$ cat config.mk
export PLATFORM = sky130hd
export DESIGN_NAME = ttc_clk_prescale_lite2_flat
export DESIGN_NICKNAME = d
export VERILOG_FILES = /design/src/rtl/ttc_clk_prescale_lite2_pkg.sv /design/src/rtl/ttc_clk_prescale_lite2_if.sv /design/src/rtl/ttc_ext_sync_lite2.sv /design/src/rtl/ttc_clk_prescale_lite2.sv /design/src/flat_wrapper.sv
export SDC_FILE = /design/constraint.sdc
export NUM_CORES = 1
export LEC_CHECK = 0
export ABC_AREA = 1
export BUFFER_PORTS_ARGS = -buffer_cell sky130_fd_sc_hd__clkbuf_2
export CAP_MARGIN = 20
export CORE_ASPECT_RATIO = 0.75
export CORE_MARGIN = 5
export CORE_UTILIZATION = 58
export CTS_BUF_LIST = sky130_fd_sc_hd__clkbuf_4
export DETAILED_ROUTE_END_ITERATION = 10
export PLACE_DENSITY = 0.8
export SYNTH_ARGS = -nofsm -noshare
export SYNTH_HDL_FRONTEND = slang
export SYNTH_SLANG_ARGS = --single-unit
$ cat constraint.sdc
create_clock -name pclk2 -period 4.45 [get_ports pclk2]
set_input_delay 0.6675 -clock pclk2 [delete_from_list [all_inputs] [get_ports pclk2]]
set_output_delay 0.6675 -clock pclk2 [all_outputs]
set_load 0.02 [all_outputs]
$ cat src/rtl/ttc_clk_prescale_lite2_pkg.sv
// ---------------------------------------------------------------------------
// ttc_pkg2 - shared definitions for the TTC clock prescaler slice.
//   * Bit positions inside the 7-bit clock control register.
//   * ttc_clk_ctrl_t : the control register type.
//   * ratio_exp()    : log2 of the requested divide ratio (before saturation).
// ---------------------------------------------------------------------------
package ttc_pkg2;

  localparam int CC_PS_EN    = 0;
  localparam int CC_PS_LO    = 1;
  localparam int CC_PS_HI    = 4;
  localparam int CC_EXT_SEL  = 5;
  localparam int CC_EXT_EDGE = 6;

  typedef logic [6:0] ttc_clk_ctrl_t;

  // Returns N+1 when the prescaler is enabled, 0 (ratio 1) otherwise.
  // The caller saturates against its own counter width.
  function automatic logic [4:0] ratio_exp(input ttc_clk_ctrl_t c);
    if (c[CC_PS_EN]) begin
      return {1'b0, c[CC_PS_HI:CC_PS_LO]} + 5'd1;
    end
    return 5'd0;
  endfunction

endpackage

$ cat src/rtl/ttc_clk_prescale_lite2_if.sv
// ---------------------------------------------------------------------------
// ttc_clk_prescale_lite2_if - signal bundle between the TTC reset block /
// external clock pin and the prescaler, plus the tick/status back out.
//   clk_ctrl_reg2 : clock control register (ttc_clk_ctrl_t)
//   count_en2     : counter enable; low clears the prescaler
//   ext_clk2      : asynchronous external timer clock
//   count_tick2   : registered one-cycle count pulse
//   ps_count2     : current prescale count
// There is no valid/ready handshake here: every input is level-sampled on
// each rising pclk2 edge, and count_tick2 is a single-cycle strobe that the
// consumer must accept in the cycle it is high (no back-pressure).
// Modports: master drives control/external clock, slave is the prescaler.
// ---------------------------------------------------------------------------
interface ttc_clk_prescale_lite2_if #(
  parameter int PS_WIDTH = 16
);
  import ttc_pkg2::*;

  ttc_clk_ctrl_t         clk_ctrl_reg2;
  logic                  count_en2;
  logic                  ext_clk2;
  logic                  count_tick2;
  logic [PS_WIDTH-1:0]   ps_count2;

  modport master (
    output clk_ctrl_reg2,
    output count_en2,
    output ext_clk2,
    input  count_tick2,
    input  ps_count2
  );

  modport slave (
    input  clk_ctrl_reg2,
    input  count_en2,
    input  ext_clk2,
    output count_tick2,
    output ps_count2
  );

endinterface

$ cat src/rtl/ttc_ext_sync_lite2.sv
// ---------------------------------------------------------------------------
// ttc_ext_sync_lite2 - synchroniser and edge detector for the external clock.
//   clk_i     : pclk2
//   rst_i     : synchronous active-high reset
//   ext_clk_i : asynchronous external clock
//   rise_o    : one-cycle pulse after a synchronised rising edge
//   fall_o    : one-cycle pulse after a synchronised falling edge
// The flops run every cycle so the history is always current when the
// external source is selected later.  SYNC_STAGES legal range is 2..4.
// ---------------------------------------------------------------------------
module ttc_ext_sync_lite2 #(
  parameter int SYNC_STAGES = 2
) (
  input  logic clk_i,
  input  logic rst_i,
  input  logic ext_clk_i,
  output logic rise_o,
  output logic fall_o
);

  logic [SYNC_STAGES-1:0] sync_q;
  logic                   hist_q;
  logic                   s_last;

  assign s_last = sync_q[SYNC_STAGES-1];

  always_ff @(posedge clk_i) begin
    if (rst_i) begin
      sync_q <= '0;
      hist_q <= 1'b0;
    end else begin
      sync_q <= {sync_q[SYNC_STAGES-2:0], ext_clk_i};
      hist_q <= s_last;
    end
  end

  assign rise_o = s_last & ~hist_q;
  assign fall_o = ~s_last & hist_q;

endmodule

$ cat src/rtl/ttc_clk_prescale_lite2.sv
// ---------------------------------------------------------------------------
// ttc_clk_prescale_lite2 - timer clock-enable generator for the TTC counter.
//   pclk2    : system clock, all logic on the rising edge
//   p_reset2 : synchronous, active-high reset
//   bus      : slave side of ttc_clk_prescale_lite2_if
//              (clk_ctrl_reg2, count_en2, ext_clk2 in; count_tick2, ps_count2 out)
// Source events come from pclk2 (every cycle) or a synchronised edge of
// ext_clk2; every R-th event produces a registered one-cycle count_tick2.
// R = 1, or 2^(N+1) saturated to 2^PS_WIDTH.
// Any change of the control register restarts the prescaler from 0.
// ---------------------------------------------------------------------------
module ttc_clk_prescale_lite2 #(
  parameter int PS_WIDTH    = 16,
  parameter int SYNC_STAGES = 2
) (
  input  logic                          pclk2,
  input  logic                          p_reset2,
  ttc_clk_prescale_lite2_if.slave       bus
);
  import ttc_pkg2::*;

  ttc_clk_ctrl_t        ctrl;
  ttc_clk_ctrl_t        shadow_q, shadow_d;
  logic [PS_WIDTH-1:0]  cnt_q, cnt_d;
  logic                 tick_q, tick_d;
  logic [PS_WIDTH-1:0]  term;
  logic [4:0]           rexp;
  logic                 ext_rise, ext_fall;
  logic                 src_evt;

  assign ctrl = bus.clk_ctrl_reg2;

  ttc_ext_sync_lite2 #(
    .SYNC_STAGES (SYNC_STAGES)
  ) u_ext_sync (
    .clk_i     (pclk2),
    .rst_i     (p_reset2),
    .ext_clk_i (bus.ext_clk2),
    .rise_o    (ext_rise),
    .fall_o    (ext_fall)
  );

  assign src_evt = ctrl[CC_EXT_SEL] ? (ctrl[CC_EXT_EDGE] ? ext_fall : ext_rise)
                                    : 1'b1;

  // Terminal count R-1; exponents at or beyond the counter width saturate
  // to all ones, i.e. R = 2^PS_WIDTH.
  assign rexp = ratio_exp(ctrl);

  always_comb begin
    term = '0;
    if (32'(rexp) >= PS_WIDTH) begin
      term = '1;
    end else begin
      term = (PS_WIDTH'(1) << rexp) - PS_WIDTH'(1);
    end
  end

  // Prescaler next state, highest priority first.  With the prescaler
  // disabled the shadow is not refreshed, so a control change made while
  // disabled still forces one restart cycle once count_en2 returns.
  always_comb begin
    cnt_d    = cnt_q;
    tick_d   = 1'b0;
    shadow_d = shadow_q;
    if (!bus.count_en2) begin
      cnt_d = '0;
    end else if (ctrl != shadow_q) begin
      cnt_d    = '0;
      shadow_d = ctrl;
    end else if (src_evt) begin
      if (cnt_q >= term) begin
        cnt_d  = '0;
        tick_d = 1'b1;
      end else begin
        cnt_d = cnt_q + PS_WIDTH'(1);
      end
    end
  end

  always_ff @(posedge pclk2) begin
    if (p_reset2) begin
      cnt_q    <= '0;
      tick_q   <= 1'b0;
      shadow_q <= '0;
    end else begin
      cnt_q    <= cnt_d;
      tick_q   <= tick_d;
      shadow_q <= shadow_d;
    end
  end

  assign bus.count_tick2 = tick_q;
  assign bus.ps_count2   = cnt_q;

endmodule

$ cat src/flat_wrapper.sv
// flat-port wrapper written by rule: the top's interface ports become plain ports
module ttc_clk_prescale_lite2_flat import ttc_pkg2::*;
#(
  parameter int PS_WIDTH    = 16,
  parameter int SYNC_STAGES = 2
)
  (pclk2, p_reset2, bus_clk_ctrl_reg2, bus_count_en2, bus_ext_clk2, bus_count_tick2, bus_ps_count2);
  ttc_clk_prescale_lite2_if #(.PS_WIDTH(PS_WIDTH)) bus_i ();
  input  logic pclk2;
  input  logic p_reset2;
  input wire logic [$bits(bus_i.clk_ctrl_reg2)-1:0] bus_clk_ctrl_reg2;
  input wire logic [$bits(bus_i.count_en2)-1:0] bus_count_en2;
  input wire logic [$bits(bus_i.ext_clk2)-1:0] bus_ext_clk2;
  output wire logic [$bits(bus_i.count_tick2)-1:0] bus_count_tick2;
  output wire logic [$bits(bus_i.ps_count2)-1:0] bus_ps_count2;
  assign bus_i.clk_ctrl_reg2 = bus_clk_ctrl_reg2;
  assign bus_i.count_en2 = bus_count_en2;
  assign bus_i.ext_clk2 = bus_ext_clk2;
  assign bus_count_tick2 = bus_i.count_tick2;
  assign bus_ps_count2 = bus_i.ps_count2;
  ttc_clk_prescale_lite2 #(.PS_WIDTH(PS_WIDTH), .SYNC_STAGES(SYNC_STAGES)) u_core (.pclk2(pclk2), .p_reset2(p_reset2), .bus(bus_i));
endmodule
==> results.toml <==
[outcome]
outcome = "complete, no violations"

[worst_setup_path]
rr_startpoint = "u_core.bus.ps_count2[13]$_SDFFE_PP0N_"
cp.required_ps = 4680
path_cells = "clkbuf_2 > ha_1 > nand2_1 > nand2_2 > nor2_8 > nor2_2 > nand2_1 > ha_1 > inv_1 > a21oi_4 > nand2_1 > nor2_2 > nand2_1 > nand2_1 > nor2_1 > ha_1 > nand2_1 > nor4_1 > nand3_1 > nand3_1 > nand2_1 > nand2_2 > nor2_1"
cp.arrival_ps = 3730
r2r_end = "u_core.bus.ps_count2[14]$_SDFFE_PP0N_"
worst_setup_path_end_kind = "flip-flop"
critPathLaunch = "bus_clk_ctrl_reg2[1]"
worstPathMaxFanout = 16
cp-endpoint = "u_core.bus.ps_count2[14]$_SDFFE_PP0N_"
cp.buffers_inverters = 2
critPathLaunchType = "primary input"
reg2regPathDepth = 8
crit_top_cell = "nand2_1"
r2r_slack_ps = 2570
critPathKind = "in2reg"
cp_slowest_cell = "nor4_1"
cp.depth = 23
cpLargestDelayFamily = "simple AND/OR/NAND/NOR gates"
critical_path.max_stage_delay_ps = 330

[timing]
hold_violations = 0
min_period_over_period_pct = 78.6
fin_tns_setup_ps = 0
worst_pin_slew_ps = 729
timing.final.crit_period_ps = 3500
setup_violations = 0
clock.fmax_mhz = 286
fin_skew_ps = 4.39
rsz0062_at_grt = "no"
finalMaxSlewViolations = 0
slew_headroom_pct = 51.4
hold_ws_ps = 420

[yosys]
ys_ff_latch = 27
synth_top_area_cell = "dfxtp_1"
syn_inst = 319
syn_avg_cell_area_sq_um = 6.83
synth_ff_type = "dfxtp_1"
synth_nets = 349
synth.top_cell.area_share_pct = 24.8
yosys.cell_types.count = 34
ys_seq_area_share_pct = 24.8
ys_top_cells_by_area = "dfxtp_1 25%, ha_1 11%, nand2_1 9.6%"
synth_edf_count = 0
async_flop_share_pct = 0
yosysWarnings = 0
synth_area_sq_um = 2180

[global_routing]
grt_antenna_before_repair = 0
grt_max_degree = 18
grt_use_total_pct = 19.6
grt_pass1_wl_um = 8320
grt_overflow = 0
grt_pass1_vias = 1920

[floorplanning]
die-area_sq_um = 5100
fp-row-count = 19
pin_count = 28
die_y_um = 63.1
initial_core_util_pct = 59.9
dieWidth_um = 80.8
design.core.area_sq_um = 3640

[final_layout]
final_common_cell = "nand2_1"
design_area_sq_um = 2380
synthToLayoutAreaGrowth_pct = 9.18
nets = 376
final_cells = 397
n_antenna_cell = 0
mostFrequentLayoutCells = "56 x nand2_1, 52 x nor2_1, 35 x inv_1, 27 x clkbuf_2, 27 x dfxtp_1"
drive_gt1_share_pct = 18.3

[clock_network]
cts_buffer_depth = 2
cts-buffers-inserted = 3
clkLatencyLatePin_ps = 330
path_clk_slew_ps = 160
cts_resized = 0
cts_tree = "yes"
postCtsHoldBufs = 0
cts_sinks = 27
cts_setup_buffers = 0
cts_root_buffer = "clkbuf_4"
h-tree-depth = 1

[pwr]
ir_drop_uv = 179
p_leak_nw = 1.14
fin_total_pwr_w = 0.000510
p_per_area_nw_per_um2 = 214

[place]
post_dp_cell_area_sq_um = 2350
place_hpwl_um = 3830
place_congestion = 0.880
placed_cells = 393
port_buffers = 27

[routing]
drc_errors = 0
via_per_inst = 5.24
ant_nets = 0
via_count = 2081
drt_wl_total_um = 4660
drtPass1Iterations = 4
first_iter_violations = 131
wl_per_cell_um = 11.7

[hold_path]
min_path_type = "reg2reg"

[flow_run]
cap_violations = 0
[routing by layer]
layer  share of wire, %  wire, um  GRT usage, %  vias up
met1                 51      2360          28.5      942
met3                5.5       258          3.70        2
met2                 43      2030          30.5       53
met4               0.45        21          3.38        0
li1                   -         -             -     1084
met5                  0         0             0        -
[cell type report]
class                           instances  area, sq um
Fill cell                             337         1260
Clock inverter                          1         8.76
Clock buffer                            3         22.5
Inverter                               36          135
Tap cell                               52         65.1
Multi-Input combinational cell        250         1470
Timing Repair Buffer                   28          143
Sequential cell                        27          541
[worst min path at each step]
stage,startpoint,end,cells after the start
2_1_floorplan,u_core.u_ext_sync.sync_q[0]$_SDFF_PP0_,u_core.u_ext_sync.sync_q[1]$_SDFF_PP0_,2
3_3_place_gp,u_core.u_ext_sync.sync_q[0]$_SDFF_PP0_,u_core.u_ext_sync.sync_q[1]$_SDFF_PP0_,2
4_1_cts,u_core.u_ext_sync.sync_q[0]$_SDFF_PP0_,u_core.u_ext_sync.sync_q[1]$_SDFF_PP0_,2
6_report,u_core.u_ext_sync.sync_q[0]$_SDFF_PP0_,u_core.u_ext_sync.sync_q[1]$_SDFF_PP0_,2
3_5_place_dp,u_core.u_ext_sync.sync_q[0]$_SDFF_PP0_,u_core.u_ext_sync.sync_q[1]$_SDFF_PP0_,2
5_1_grt,u_core.u_ext_sync.sync_q[0]$_SDFF_PP0_,u_core.u_ext_sync.sync_q[1]$_SDFF_PP0_,2
[metrics by stage]
stage / worst slack [ps] / utilization, %
6_report: 954 / 65.4
5_1_grt: 633 / 65.4
4_1_cts: 999 / 65.4
3_5_place_dp: 628 / 64.6
3_3_place_gp: 737 / 64.6
2_1_floorplan: 1070 / -
[sequential cells by signal (all words and copies together) (netlist names)]
name and count:
u_core.shadow_q 7, u_core.bus.count_tick2 1, u_core.u_ext_sync.sync_q 2, u_core.u_ext_sync.hist_q 1
u_core.bus.ps_count2 16
[cells in the mapped netlist, types with 2 or more instances]
cell type and instances:
nand2_1 56, nor2_1 52, inv_1 35, dfxtp_1 27
nand3_1 23, ha_1 19, o21ai_0 17, a21oi_1 16
xor2_1 13, nand2_2 11, nor2_2 8, nand4_1 7
xnor2_1 5, buf_2 4, nand3_2 3, nor2_4 2
nor3_1 2, nor3_2 2, o21bai_1 2
[report_power, final]
part	internal, W	switching [W]	total (W)
Combinational	0.0000511	0.0000930	0.000144
Sequential	0.000248	0.00000324	0.000251
Clock	0.0000367	0.0000779	0.000115
Total	0.000335	0.000174	0.000510
[logic make-up (layout without fill, tap and decap cells)]
family          Yosys count  in the layout  share of synthesized area, %
compound gates           38             38                          9.76
xor+xnor                 18             18                          7.23
buf+inv                  42             68                          7.98
simple gates            173            173                          38.3
flops                    27             27                          24.8
fa+ha+maj                19             19                          10.9
mux                       2              2                         0.976
[tightest hold or removal path: cells and delay by family (launching register included)]
family / cells / cell delay, ps
DFF: 1 / 330
buffers and inverters: 1 / 40
and+or+nand+nor: 1 / 30
Note: power is estimated with default switching activity, not from simulation.
